`src/rtl/dmem_sig_monitor_pkg.sv`:
```
// dmem_sig_monitor_pkg: store modes, monitor states and store hash step
package dmem_sig_monitor_pkg;
  localparam logic [1:0] MODE_B = 2'b00;
  localparam logic [1:0] MODE_H = 2'b01;
  localparam logic [1:0] MODE_W = 2'b10;
  localparam logic [1:0] MODE_R = 2'b11;
  typedef enum logic [1:0] {IDLE, RUN, PASSED, TIMEOUT} state_t;
  function automatic logic [31:0] hash_step(input logic [31:0] h, input logic [7:0] a,
                                            input logic [1:0] m, input logic [31:0] d);
    return {h[30:0], h[31]} ^ {a, 22'b0, m} ^ d;
  endfunction
endpackage

```
`src/rtl/dmem_sig_monitor_if.sv`:
```
// dmem_sig_monitor_if: CPU data-memory write bus
interface dmem_sig_monitor_if;
  logic        wr_en;
  logic [7:0]  wr_addr;
  logic [1:0]  mode;
  logic [31:0] d_out;
  modport master(output wr_en, wr_addr, mode, d_out);
  modport slave(input wr_en, wr_addr, mode, d_out);
endinterface

```
`src/rtl/dmem_sig_monitor_store_lane_merge.sv`:
```
// dmem_sig_monitor_store_lane_merge: little-endian byte-lane merge of one store into a word
module dmem_sig_monitor_store_lane_merge
  import dmem_sig_monitor_pkg::*;
(
  input  logic [31:0] old_word,
  input  logic [1:0]  a,
  input  logic [1:0]  mode,
  input  logic [31:0] d_out,
  output logic [31:0] new_word,
  output logic        err
);
  always_comb begin
    err = mode == MODE_R || (mode == MODE_H && a[0]) || (mode == MODE_W && a != 2'd0);
    new_word = old_word;
    for (int i = 0; i < 4; i++) begin
      if (mode == MODE_W) new_word[8*i+:8] = d_out[8*i+:8];
      else if (mode == MODE_H && i[1] == a[1]) new_word[8*i+:8] = d_out[8*(i%2)+:8];
      else if (mode == MODE_B && 2'(i) == a) new_word[8*i+:8] = d_out[7:0];
    end
  end
endmodule

```
`src/rtl/dmem_sig_monitor.sv`:
```
// dmem_sig_monitor: snoops data-memory stores to judge pass/timeout and capture a signature
module dmem_sig_monitor
  import dmem_sig_monitor_pkg::*;
#(
  parameter logic [7:0] PASS_ADDR      = 8'h08,
  parameter logic [7:0] SIG_BASE       = 8'h80,
  parameter int         SIG_WORDS      = 5,
  parameter int         TIMEOUT_CYCLES = 2000,
  parameter int         CNT_W          = 16
) (
  input  logic                 clk,
  input  logic                 rst,
  input  logic                 start,
  dmem_sig_monitor_if.slave    bus,
  input  logic [3:0]           sig_idx,
  output logic [31:0]          sig_word,
  output logic                 done,
  output logic                 pass,
  output logic                 timeout,
  output logic [CNT_W-1:0]     cycles,
  output logic [31:0]          store_hash,
  output logic                 misalign_err
);
  localparam logic [4:0] NW = 5'(SIG_WORDS);
  localparam logic [CNT_W-1:0] T_LAST = CNT_W'(TIMEOUT_CYCLES - 1);
  state_t state, state_next;
  logic [31:0] sig [16];
  logic [31:0] sig_next [16];
  logic [31:0] pass_w, pass_next, pass_new, sig_new, hash_next;
  logic [CNT_W-1:0] cycles_next;
  logic [5:0] off;
  logic [3:0] widx;
  logic err, err_p, err_s, in_win, acc, pass_hit, pass_ok, mis_next;
  dmem_sig_monitor_store_lane_merge u_pass (
    .old_word(pass_w), .a(bus.wr_addr[1:0]), .mode(bus.mode), .d_out(bus.d_out),
    .new_word(pass_new), .err(err_p)
  );
  dmem_sig_monitor_store_lane_merge u_sig (
    .old_word(sig[widx]), .a(bus.wr_addr[1:0]), .mode(bus.mode), .d_out(bus.d_out),
    .new_word(sig_new), .err(err_s)
  );
  assign err = err_p | err_s;
  assign done = state == PASSED || state == TIMEOUT;
  assign pass = state == PASSED;
  assign timeout = state == TIMEOUT;
  always_comb begin
    off = bus.wr_addr[7:2] - SIG_BASE[7:2];
    widx = off[3:0];
    in_win = off[5:4] == 2'd0 && {1'b0, widx} < NW;
    acc = state == RUN && bus.wr_en && !err;
    pass_hit = acc && bus.wr_addr[7:2] == PASS_ADDR[7:2];
    pass_ok = pass_hit && pass_new == 32'd1;
    state_next = start ? RUN : state != RUN ? state : pass_ok ? PASSED :
                 cycles == T_LAST ? TIMEOUT : RUN;
    pass_next = start ? '0 : pass_hit ? pass_new : pass_w;
    for (int i = 0; i < 16; i++)
      sig_next[i] = start ? '0 : acc && in_win && widx == 4'(i) ? sig_new : sig[i];
    cycles_next = start ? '0 : state == RUN && state_next == RUN && cycles != '1 ?
                  cycles + CNT_W'(1) : cycles;
    hash_next = start ? '0 : acc ? hash_step(store_hash, bus.wr_addr, bus.mode, bus.d_out) : store_hash;
    mis_next = !start && (misalign_err || (state == RUN && bus.wr_en && err));
  end
  always_ff @(posedge clk) begin
    if (rst) begin
      state <= IDLE;
      pass_w <= '0;
      cycles <= '0;
      store_hash <= '0;
      misalign_err <= 1'b0;
      sig_word <= '0;
      for (int i = 0; i < 16; i++) sig[i] <= '0;
    end else begin
      state <= state_next;
      pass_w <= pass_next;
      cycles <= cycles_next;
      store_hash <= hash_next;
      misalign_err <= mis_next;
      sig_word <= {1'b0, sig_idx} < NW ? sig_next[sig_idx] : '0;
      for (int i = 0; i < 16; i++) sig[i] <= sig_next[i];
    end
  end
endmodule

```
`src/flat_wrapper.sv`:
```
// flat-port wrapper written by rule: the top's interface ports become plain ports
module dmem_sig_monitor_flat import dmem_sig_monitor_pkg::*;
#(
  parameter logic [7:0] PASS_ADDR      = 8'h08,
  parameter logic [7:0] SIG_BASE       = 8'h80,
  parameter int         SIG_WORDS      = 5,
  parameter int         TIMEOUT_CYCLES = 2000,
  parameter int         CNT_W          = 16
)
  (clk, rst, start, sig_idx, sig_word, done, pass, timeout, cycles, store_hash, misalign_err, bus_wr_en, bus_wr_addr, bus_mode, bus_d_out);
  dmem_sig_monitor_if bus_i ();
  input  logic clk;
  input  logic rst;
  input  logic start;
  input  logic [3:0] sig_idx;
  output logic [31:0] sig_word;
  output logic done;
  output logic pass;
  output logic timeout;
  output logic [CNT_W-1:0] cycles;
  output logic [31:0] store_hash;
  output logic misalign_err;
  input wire logic [$bits(bus_i.wr_en)-1:0] bus_wr_en;
  input wire logic [$bits(bus_i.wr_addr)-1:0] bus_wr_addr;
  input wire logic [$bits(bus_i.mode)-1:0] bus_mode;
  input wire logic [$bits(bus_i.d_out)-1:0] bus_d_out;
  assign bus_i.wr_en = bus_wr_en;
  assign bus_i.wr_addr = bus_wr_addr;
  assign bus_i.mode = bus_mode;
  assign bus_i.d_out = bus_d_out;
  dmem_sig_monitor #(.PASS_ADDR(PASS_ADDR), .SIG_BASE(SIG_BASE), .SIG_WORDS(SIG_WORDS), .TIMEOUT_CYCLES(TIMEOUT_CYCLES), .CNT_W(CNT_W)) u_core (.clk(clk), .rst(rst), .start(start), .bus(bus_i), .sig_idx(sig_idx), .sig_word(sig_word), .done(done), .pass(pass), .timeout(timeout), .cycles(cycles), .store_hash(store_hash), .misalign_err(misalign_err));
endmodule
```
`config.mk`:
```
export PLATFORM = sky130hd
export DESIGN_NAME = dmem_sig_monitor_flat
export DESIGN_NICKNAME = d
export VERILOG_FILES = /design/src/rtl/dmem_sig_monitor_pkg.sv /design/src/rtl/dmem_sig_monitor_if.sv /design/src/rtl/dmem_sig_monitor_store_lane_merge.sv /design/src/rtl/dmem_sig_monitor.sv /design/src/flat_wrapper.sv
export SDC_FILE = /design/constraint.sdc
export NUM_CORES = 1
export LEC_CHECK = 0
export BUFFER_PORTS_ARGS = -buffer_cell sky130_fd_sc_hd__buf_2
export CORE_AREA = 5 5 222 224
export DETAILED_ROUTE_END_ITERATION = 8
export DIE_AREA = 0 0 227 229
export HOLD_SLACK_MARGIN = 0.06
export PLACE_DENSITY_LB_ADDON = 0.08
export SLEW_MARGIN = 20
export SYNTH_ARGS = -nofsm -noshare
export SYNTH_HDL_FRONTEND = slang
export SYNTH_SLANG_ARGS = --single-unit
```
`constraint.sdc`:
```
create_clock -name clk -period 7.7 [get_ports clk]
set_input_delay 0.77 -clock clk [delete_from_list [all_inputs] [get_ports clk]]
set_output_delay 0.77 -clock clk [all_outputs]
set_load 0.01 [all_outputs]
```
[After elaboration in Yosys (flattened, before gate mapping)]
Memories as Yosys holds them, arrays and structs flattened.
Cells that the tools add are included.
W data, S select, Z words.
Word-level totals
  input bits: 50
  bits in writable memories: 512
  bits in registers: 115
  memories: 1
Memory list
  u_core.sig: depth 16, width 32, rd ports 17, clocked after Yosys merged registers in 0, write ports 16, RTL line dmem_sig_monitor.sv:27  | logic [31:0] sig [16];
Operators by class
  muxes and demuxes: 82
  reductions and logical operators: 47
  bitwise gates (word level): 21
  add/subtract/negate cells: 2
  equal/unequal tests: 30
  magnitude comparators: 3
Operators by type and width (count)
  $mux W32: 50
  $mux W8: 24
  $bmux W32 S4: 1
  $xor A32 B32 Y32: 2
  $logic_and A1 B1 Y1: 34
  $eq A32 B1 Y1 const B: 1
  $eq A4 B4 Y1 const B: 8
  $add A16 B1 Y16 const B: 1
  $eq A16 B11 Y1 const B: 1
  $eq A4 B3 Y1 const B: 4
  $ne A16 B16 Y1 const B: 1
  $or A1 B1 Y1: 16
  $eq A2 B2 Y1 const B: 4
  $eq A4 B2 Y1 const B: 2
  $lt A4 B3 Y1 const B: 2
  $mux W2: 4
  $eq A2 B1 Y1 const B: 3
  $eq A6 B2 Y1 const B: 1
  $logic_not A2 Y1: 3
  $sub A6 B6 Y6 const B: 1
  $ge A5 B5 Y1 const B: 1
  $not A4 Y5: 1
  $eq A2 B2 Y1 const A: 2
  $eq A4 B1 Y1 const B: 1
  9 further kinds: 17

[Longest topological paths before layout]
Gate-level depths: netlist (run 1).
  depth in word-level cells: 14
  depth in mapped cells: 13

[By module]
From an unflattened synthesis (run 1), not the netlist that was laid out.
Unflattened totals
  cells, all modules: 2420
  area total of the unflattened synthesis: 26726.9 um^2
By module, submodules not included
  dmem_sig_monitor: area an instance 24704.9 um^2, sequential area each 12552.0 um^2, cells an instance 2122, instances 1
  dmem_sig_monitor_store_lane_merge: area an instance 1011.0 um^2, sequential area each 0.0 um^2, cells an instance 149, instances 2

[Least setup slack after synthesis (run 1)]
OpenSTA, ideal clock, no wires.
  path type: input -> register
  from: input bus_wr_addr[2]
  to: register u_core.sig_word[29]
  cell stages on the path: 10
  slack: 4.623 ns
  arrival: 2.960 ns
  path buffers: 2
  data required time: 7.584 ns
  library setup time: 0.116 ns
  cell sequence: buf_2 -> buf_2 -> mux4_2 -> mux4_2 -> o2111ai_1 -> and2_1 -> nand2_1 -> o21ai_0 -> mux2i_1 -> o211a_1
Between the ends
  cells in the longest elaborated chain, start to end: 10
  elaborated cells between the ends (all ways): 76
  those cells by class: 1 x add/sub; 1 x order compare; 15 x eq/ne; 38 x mux; 20 x reduce/logical; 1 x memory
RTL lines
  start: declaration: RTL line flat_wrapper.sv:24  | input wire logic [$bits(bus_i.wr_addr)-1:0] bus_wr_addr;
  $sub A6 B6 Y6 *: RTL line dmem_sig_monitor.sv:47  | off = bus.wr_addr[7:2] - SIG_BASE[7:2];
  $mem_v2 Z16 W32, or another cell as far along
  $mux W8 or $logic_and A1 B1 Y1 (tied branches): RTL line dmem_sig_monitor_store_lane_merge.sv:18, dmem_sig_monitor.sv:49
  $mux W8 or $logic_and A1 B1 Y1 (tied branches): RTL line dmem_sig_monitor_store_lane_merge.sv:17, dmem_sig_monitor.sv:57
  $mux W8 or $logic_and A1 B1 Y1 (tied branches): RTL line dmem_sig_monitor_store_lane_merge.sv:16, dmem_sig_monitor.sv:57
  $mux W32 (2 in series): RTL line dmem_sig_monitor.sv:57  | sig_next[i] = start ? '0 : acc && in_win && widx == 4'(i) ? sig_new : sig[i];
  $bmux W32 S4 *: RTL line dmem_sig_monitor.sv:78  | sig_word <= {1'b0, sig_idx} < NW ? sig_next[sig_idx] : '0;
  $mux W32 (implied by the code) * (2 in series): RTL line dmem_sig_monitor.sv:78
  end signal: assignment: RTL line dmem_sig_monitor.sv:78
  end: declaration: RTL line dmem_sig_monitor.sv:16  | output logic [31:0] sig_word,
Mark *: on every way between the ends. The rest lies on a longest branch, timed or not. The select of a mux whose other input is x is not followed.
A chain may end at the register's enable or synchronous reset.

[Worst setup path in the final report (run 1)]
  from: input bus_mode[0]
  to: register u_core.cycles[7]
Between the ends
  cells in the longest elaborated chain, start to end: 14
  elaborated cells between the ends (all ways): 37
  those cells by class: 5 x eq/ne; 15 x mux; 17 x reduce/logical
RTL lines
  start: declaration: RTL line flat_wrapper.sv:25  | input wire logic [$bits(bus_i.mode)-1:0] bus_mode;
  branches (longest 7 deep; another with $eq A32 B1 Y1)
  $logic_and A1 B1 Y1 *: RTL line dmem_sig_monitor.sv:52  | pass_ok = pass_hit && pass_new == 32'd1;
  $mux W2 * (3 in series): RTL line dmem_sig_monitor.sv:53  | state_next = start ? RUN : state != RUN ? state : pass_ok ? PASSED :
  $eq A2 B1 Y1 *: RTL line dmem_sig_monitor.sv:58  | cycles_next = start ? '0 : state == RUN && state_next == RUN && cycles != '1 ?
  $logic_and A1 B1 Y1 * (2 in series): RTL line dmem_sig_monitor.sv:58
  end signal: assignment: RTL line dmem_sig_monitor.sv:75  | cycles <= cycles_next;
  end: declaration: RTL line dmem_sig_monitor.sv:20  | output logic [CNT_W-1:0] cycles,
Mark *: on every way between the ends.

==> results of run 1 <==
stage by stage:
stage / setup slack [ns] / power, mW / util (%)
detailed placement: 3.12 / 3.81 / 60.3
global route: 3.37 / 7.32 / 65.2
floorplan: 4.62 / 3.66 / -
finish: 3.63 / 7.09 / 65.2
CTS: 3.74 / 7.14 / 65.2
global placement: 3.33 / 3.81 / 60.3
worst min-delay path by stage:
stage	start	to	slack, ns
after floorplan	u_core.sig[10][0]	u_core.sig[10][0]	0.42
after global placement	u_core.sig[10][10]	u_core.sig[10][10]	0.44
after detailed placement	u_core.sig[11][15]	u_core.sig[11][15]	0.44
after CTS	rst	u_core.state[0]	0.45
after global routing	u_core.sig[10][1]	u_core.sig[10][1]	0.46
final	u_core.sig[14][1]	u_core.sig[14][1]	0.45
sequential cells by signal, summed over array words and instances, names as in the netlist:
register	flops
u_core.sig	512
u_core.pass_w	32
u_core.sig_word	32
u_core.store_hash	32
u_core.cycles	16
u_core.state	2
u_core.misalign_err	1
where the power goes:
group	switching, mW	internal (mW)
Clock	1.36	1.98
Combinational	0.355	0.141
Sequential	0.00702	3.25
Total	1.72	5.37
Yosys cell counts, types with 5 or more instances:
cell type                   count
sky130_fd_sc_hd__nor2b_1       13
sky130_fd_sc_hd__nand2b_1      16
sky130_fd_sc_hd__nor4_1         7
sky130_fd_sc_hd__nand2_1      263
sky130_fd_sc_hd__nor3_1        31
sky130_fd_sc_hd__a221o_1        8
sky130_fd_sc_hd__o211ai_1      15
sky130_fd_sc_hd__o311a_1        5
sky130_fd_sc_hd__a21oi_1      169
sky130_fd_sc_hd__buf_1         12
sky130_fd_sc_hd__clkbuf_1     153
sky130_fd_sc_hd__mux2_2         9
sky130_fd_sc_hd__o2111ai_1      6
sky130_fd_sc_hd__o21ai_1       22
sky130_fd_sc_hd__a311oi_1      13
sky130_fd_sc_hd__nand4_1       12
sky130_fd_sc_hd__o211a_1        6
sky130_fd_sc_hd__inv_1          7
sky130_fd_sc_hd__a211oi_1      39
sky130_fd_sc_hd__o221ai_1      11
sky130_fd_sc_hd__a31o_1         5
sky130_fd_sc_hd__nor3b_1       14
sky130_fd_sc_hd__o22ai_1       18
sky130_fd_sc_hd__a22oi_1       38
sky130_fd_sc_hd__a22o_1         9
sky130_fd_sc_hd__dfxtp_1      627
sky130_fd_sc_hd__mux4_2       126
sky130_fd_sc_hd__or3_1         10
sky130_fd_sc_hd__nor2_2         5
sky130_fd_sc_hd__mux2i_1      130
sky130_fd_sc_hd__nor2_1       254
sky130_fd_sc_hd__buf_2         43
sky130_fd_sc_hd__nand3_1       24
sky130_fd_sc_hd__buf_6         13
sky130_fd_sc_hd__xnor2_1       44
sky130_fd_sc_hd__o21a_1        13
sky130_fd_sc_hd__o31ai_1        7
sky130_fd_sc_hd__and2_1       377
sky130_fd_sc_hd__o21ai_0       90
sky130_fd_sc_hd__and3_1        14
sky130_fd_sc_hd__a31oi_1       24
sky130_fd_sc_hd__buf_4         18
sky130_fd_sc_hd__a221oi_1      30
final cells by class:
type / count / area, um^2
Clock inverter: 27 / 398
Inverter: 10 / 37.5
Antenna cell: 1 / 2.50
Fill cell: 3741 / 16400
Sequential cell: 627 / 12600
Tap cell: 615 / 769
Timing Repair Buffer: 170 / 981
Clock buffer: 94 / 1900
Multi-Input combinational cell: 1968 / 14100
cell usage in the layout, fill, tap and decap left out, drive strengths merged, types with 13 or more instances in the layout:
master / count
o21ai: 113
nor3: 33
clkinv: 16
nand2: 263
o22ai: 18
nor2b: 15
a221oi: 33
a211oi: 43
a311oi: 13
and3: 14
dfxtp: 627
mux2i: 130
nand3: 24
nor2: 259
clkbuf: 95
a22oi: 38
nand2b: 17
xnor2: 44
o21a: 13
o211ai: 15
a21oi: 172
nor3b: 14
a31oi: 27
buf: 169
and2: 377
mux4: 126
cell families (layout without fill, tap and decap cells):
| logic type | after synthesis | after routing |
|---|---|---|
| compound gates | 587 | 587 |
| flops | 627 | 627 |
| fa+ha+maj | 1 | 1 |
| simple gates | 1069 | 1069 |
| xor+xnor | 46 | 46 |
| other cells | 0 | 1 |
| buf+inv | 249 | 301 |
| mux | 265 | 265 |
per-layer routing:
metal / GRT usage (%) / vias up / wire length, um / share of wire [%]
met5: 0 / - / 0 / 0
met3: 7.49 / 251 / 7910 / 9.6
li1: - / 10100 / - / -
met4: 13.5 / 0 / 3740 / 4.5
met2: 47.9 / 1096 / 37400 / 45
met1: 42.0 / 10900 / 33600 / 41
==> results.md, run 1 <==
* Cell seen most often among critical-path stages: sky130_fd_sc_hd__buf_4
* Die width at approximately 230 um
* First-pass GRT wire length at 127,000 um
* Final Hold Violating Endpoints at 0
* Worst-case reg-to-reg path depth at 9
* CTS tree: yes
* Count of buffers inserted at the top-level ports at 133
* Detailed-routing iteration count for the pre-antenna-repair pass at 8
* Post-cts hold buffer count at 0
* Pins over their slew limit at 0
* Adder-cell share of the synthesized area at 0.0451%
* CP top delay family: compound AO/OA/AOI/OAI gates
* Starting DRT DRC Count at between 2k and 3k
* Final Cycle Share at 52.9%
* Path class of the lowest-slack min-delay path: reg -> reg
* Kind of critical path: in -> reg
* Final min period at 4.07 ns
* Simple logic cell fraction of the synthesized area at 19.6%
* Critical path arrival at 4.58 ns
* Post-cts gate resize count at 0
* Biggest fanout along the worst timing path at 37
* Worst relative slew slack at approximately 23%
* Final-stage net count at 2,895
* Register-to-Register Setup Slack at 4.26 ns
* Overflow after GRT at 0
* Post-synthesis sequential area ratio at 45.2%
* Number of antenna violations at the first check in global routing at 1
* Final setup violation count at 0
* Post-detailed-routing wire length at between 80,000 and 90,000 um
* Largest net degree at the start of global routing at 154
* Placed instance count at 3,390
* Starting utilization of the core area at roughly three fifths
* Clock tree skew after final layout at between 0.015 and 0.02 ns
* Register clock-pin slew on the reported worst setup and hold paths at 0.06 ns
* Vias in the first global route at 21.9k
* Reg-to-reg endpoint: u_core.sig_word[14]
* Cell types occupying the most area after synthesis: sky130_fd_sc_hd__dfxtp_1 45%, sky130_fd_sc_hd__mux4_2 10%, sky130_fd_sc_hd__and2_1 8.5%
* CTS sink cnt at 627
* Total track usage at 31.1%
* Residual antenna-violating net count after detailed routing at 0
* Cells on Worst Hold Path at 1
* Deepest level of the CTS H-tree at 3
* Crit path max-delay cell type: sky130_fd_sc_hd__a31oi_2
* Placed Area at 28,400 um^2
* Clock buffer count from CTS at 67
* Power per cell area at 231 nW/um^2
* Number of distinct library cells after synthesis at 90
* Static leakage power at roughly 11 nW
* Clock latency on the worst-skew pair at about 0.62 ns
* Total nets after synthesis at 2,895
* Launching instance or port of the critical path: bus_mode[0]
* Routed via count divided by cell count at 6.35
* Chain of cells forming the critical path: buf_2 -> buf_4 -> nor2b_2 -> buf_4 -> nor2_2 -> o311ai_0 -> o2111ai_1 -> and4b_4 -> a31oi_2 -> a31oi_1 -> a41o_1
* Outcome: finished clean
* Root buf cell: sky130_fd_sc_hd__clkbuf_16
* Via Count at 22.3k
* Number of synthesized register bits at between 600 and 700
* Proportion of synthesized flip-flops having asynchronous set or reset at 0%
* Final instance area at 30,700 um^2
* Cell area after synthesis at 27,800 um^2
* Worst setup endpoint: u_core.cycles[7]
* Worst slew pin tran at 1.16 ns
* Weighted congestion reported at the end of routability-driven placement at roughly 1
* Top-level port count at 134
* HPWL after detailed placement at 52,400 um
* Std cell rows at 80
* Routed length per instance at 23.5 um
* Number of max-cap violations at 0
* Kind of capture point of the worst setup path: flop
* Total number of cells along the worst setup path at 11
* Fraction of the mapped netlist area in compound gates at 14.3%
* Worst path required time at 8.21 ns
* Final worst hold slack at ~0.45 ns
* Layout overhead on the synthesized area at 10.7%
* Area of the die at 52,000 um^2
* Post-synth top flop: sky130_fd_sc_hd__dfxtp_1
* Xor and xnor fraction of the mapped netlist area at 1.45%
* Kind of start point of the critical path: input pin
* Largest area contributor in the netlist: sky130_fd_sc_hd__dfxtp_1
* Number of buffers between clock root and the deepest sink at 3
* Multiplexer fraction of the synthesized cell area at 15.3%
* Maximum resistive drop on vdd at 0.221 mV
* Final non-filler cell total at 3,512
* Number of synthesized flops with an enable pin at 0
* Maximum clock frequency at 245 MHz
* Core Region at 47,100 um^2
* Post-CTS setup-driven buffer insertion count at 0
* Post-synthesis area per instance at around 10 um^2
* Share of cells above drive strength 1 at 15.9%
* Sum of negative setup slack at 0 ns
* Residual DRC at 0
* Critical Path Max Stage Delay at 0.72 ns
* Portion of synthesized cell area occupied by the leading cell type at 45.2%
* Synthesis warning total at 0
* R2r startpoint: u_core.state[0]
* Setup repair after global routing missed its margin: false
* Number of buffers and inverters on the critical path at 3
* Gate count after technology mapping at 2,844
* Die height at 229 um
* Combinational family with the most area after synthesis: simple AND/OR/NAND/NOR gates
(Power assumes the default switching activity.)
==> run 2: changes to the inputs <==
- ABC_AREA: default -> 1
- CORE_AREA: 5 5 222 224 -> 5 5 232 234
- DIE_AREA: 0 0 227 229 -> 0 0 237 239
- clock period: 7.7 -> 3.4 ns (I/O delays scaled with it)
==> results.md, run 2 <==
* Pins over their slew limit at 0
* Setup repair after global routing missed its margin: false
* Sum of negative setup slack at 0 ns
* Synthesis warning total at 0
* Clock buffer count from CTS at 70
* Cell area after synthesis at 28,400 um^2
* Weighted congestion reported at the end of routability-driven placement at 0.960
* Maximum resistive drop on vdd at 0.399 mV
* Maximum clock frequency at 358 MHz
* Cell types occupying the most area after synthesis: sky130_fd_sc_hd__dfxtp_1 44%, sky130_fd_sc_hd__nand2_1 14%, sky130_fd_sc_hd__nor2_1 9.3%
* Core Region at around 52,000 um^2
* Worst slew pin tran at 0.996 ns
* Critical Path Max Stage Delay at 0.43 ns
* Share of cells above drive strength 1 at 9.97%
* Routed length per instance at 19.1 um
* Chain of cells forming the critical path: nand2_1 -> nor2_1 -> nand3_2 -> inv_2 -> nand2_2 -> nor3_4 -> inv_2 -> a21oi_1 -> nand3_1 -> nand3_1 -> nand2_1 -> a21oi_1
* Clock latency on the worst-skew pair at 0.62 ns
* Number of synthesized register bits at 627
* Starting utilization of the core area at 54.9%
* Residual antenna-violating net count after detailed routing at 0
* Post-synthesis area per instance at 6.79 um^2
* Commonest cells post-synth: 1,062 x sky130_fd_sc_hd__nand2_1, 702 x sky130_fd_sc_hd__nor2_1, 627 x sky130_fd_sc_hd__dfxtp_1
* Post-cts gate resize count at 0
* Vias in the first global route at 26.0k
* Number of buffers between clock root and the deepest sink at 3
* Most common library cell in the layout ignoring fill and taps: sky130_fd_sc_hd__nand2_1
* Crit path max-delay cell type: sky130_fd_sc_hd__dfxtp_1
* Count of buffers inserted at the top-level ports at around 130
* Final min period at approximately 2.8 ns
* Final setup violation count at 0
* Power share of the sequential group at 45.4%
* Kind of capture point of the worst setup path: flop
* Top-level port count at 134
* Fill count at ~4.9k
* Most frequent cells in the layout: 1,061 x sky130_fd_sc_hd__nand2_1, 696 x sky130_fd_sc_hd__nor2_1, 627 x sky130_fd_sc_hd__dfxtp_1
* CTS tree: yes
* Final Hold Violating Endpoints at 0
* Worst relative slew slack at 33.6%
* Die width at 237 um
* Static leakage power at 12.9 nW
* WL met2 at 42,700 um
* Post-cts hold buffer count at 9
* Number of synthesized flops with an enable pin at 0
* Portion of synthesized cell area occupied by the leading cell type at 44.1%
* Met3 WL at between 8000 and 9000 um
* Net Sw Power at 3.98 mW
* Gate count after technology mapping at 4,187
* Deepest level of the CTS H-tree at 3
* Path class of the lowest-slack min-delay path: in -> reg
* Detailed-routing iteration count for the pre-antenna-repair pass at 8
* Clock tree skew after final layout at 0.0235 ns
* Biggest fanout along the worst timing path at 11
* Critical path arrival at 3.30 ns
* Switching part of the total power at 24.5%
* Post-CTS setup-driven buffer insertion count at 0
* Register clock-pin slew on the reported worst setup and hold paths at about 0.060 ns
* Die height at 239 um
* Power per cell area at 502 nW/um^2
* Overflow after GRT at 0
* Root buf cell: sky130_fd_sc_hd__clkbuf_16
* Starting DRT DRC Count at a little under 3k
* Std cell rows at 84
* Logic pwr share at 7.1%
* Largest area contributor in the netlist: sky130_fd_sc_hd__dfxtp_1
* Top-count cell post-synth: sky130_fd_sc_hd__nand2_1
* Largest register by flop count: u_core.sig
* Final Cycle Share at 82.2%
* Outcome: finished clean
* Number of buffers and inverters on the critical path at 2
* Total nets after synthesis at 4,238
* Internal power component at 12.3 mW
* Number of distinct library cells after synthesis at between 40 and 50
* Post-synthesis sequential area ratio at 44.1%
* Number of antenna violations at the first check in global routing at 1
* Number of max-cap violations at 0
* Post-synth top flop: sky130_fd_sc_hd__dfxtp_1
* Kind of critical path: reg -> reg
* Residual DRC at 0
* Total track usage at 32.6%
* Layout overhead on the synthesized area at 13.8%
* HPWL after detailed placement at approximately 62,000 um
* Max layer used: met4
* CTS sink cnt at 627
* Final worst hold slack at between 0.07 and 0.08 ns
* Worst path required time at 3.91 ns
* Total power consumption of the routed design at between 15 and 20 mW
* Met1 layer wirelength in the final routing at 38,700 um
* N_diodes at 0
* First-pass GRT wire length at 148,000 um
* Via Count at 27.9k
* Routed via count divided by cell count at ~5.6
* Post-detailed-routing wire length at 95,100 um
* Final-stage net count at 4,279
* Max reg flops at about 500
* Largest net degree at the start of global routing at 147
* Area of the die at 56,600 um^2
* Proportion of synthesized flip-flops having asynchronous set or reset at 0%
* Clk pwr share at 47.6%
* Kind of start point of the critical path: flop
* CP top delay family: simple AND/OR/NAND/NOR gates
run 2: cell count changes after synthesis, sizes merged, moves of 27 or more:
cell,before,now
mux4,126,0
o21a,13,51
a221oi,33,0
and2,377,0
o21ai,113,333
mux2i,130,0
nand2,263,1089
a21oi,172,199
o22ai,18,64
clkbuf,153,201
nor2,259,711
a211oi,43,8
nand3,24,264
inv,8,348
run 2: cell type report:
class | instances | area [um^2] | area share (%)
repair buffers | 244 | 1810 | 5.58
clock buffers | 104 | 2090 | 6.47
clock inverters | 21 | 254 | 0.785
well taps | 688 | 861 | 2.66
inverters | 350 | 1330 | 4.11
multi-input cells | 2935 | 13500 | 41.6
flip-flops and latches | 627 | 12600 | 38.8
run 2: cell families after synthesis:
kind of cell,synth area share (%)
compound gates,15.3
xor+xnor,1.45
fa+ha+maj,0.0440
buf+inv,8.72
flops,44.1
simple gates,30.3
run 2: worst paths after layout:
| check | start | endpoint | slack (ns) | cells after the start |
|---|---|---|---|---|
| min reg2reg | u_core.sig[12][21] | u_core.sig[12][21] | 0.43 | 2 |
| min | bus_d_out[27] | u_core.store_hash[27] | 0.08 | 4 |
| max | u_core.state[0] | u_core.sig_word[24] | 0.60 | 12 |
| max reg2reg | u_core.state[0] | u_core.sig_word[24] | 0.60 | 12 |
run 2: worst register-to-register path, delay by kind of cell (launching register included):
| family | cells | cell delay, ns |
|---|---|---|
| compound gates | 2 | 0.49 |
| flops | 1 | 0.43 |
| buf+inv | 2 | 0.38 |
| simple gates | 8 | 1.38 |
run 2: power groups by stage:
stage / Combinational [mW] / Sequential (mW) / Clock, mW
after CTS: 1.12 / 7.38 / 7.84
after global routing: 1.20 / 7.37 / 8.14
final: 1.15 / 7.38 / 7.73
after detailed placement: 1.11 / 7.54 / 0
after floorplan: 0.638 / 7.54 / 0
after global placement: 1.11 / 7.54 / 0
run 2: stage by stage:
stage	util, %	std cells	setup slack, ns	instance area, um^2
after floorplan	-	4187	1.16	28400
after global placement	57.7	4835	0.418	29900
after detailed placement	57.7	4835	0.381	29900
after CTS	62.4	4969	0.656	32400
after global routing	62.4	4969	0.397	32400
final	62.4	4969	0.604	32400
run 2: metal layers:
layer | vias to the layer above | track usage, %
met3 | 274 | 5.94
met1 | 12800 | 42.7
met5 | - | 0
li1 | 13500 | -
met4 | 0 | 16.2
met2 | 1320 | 52.0
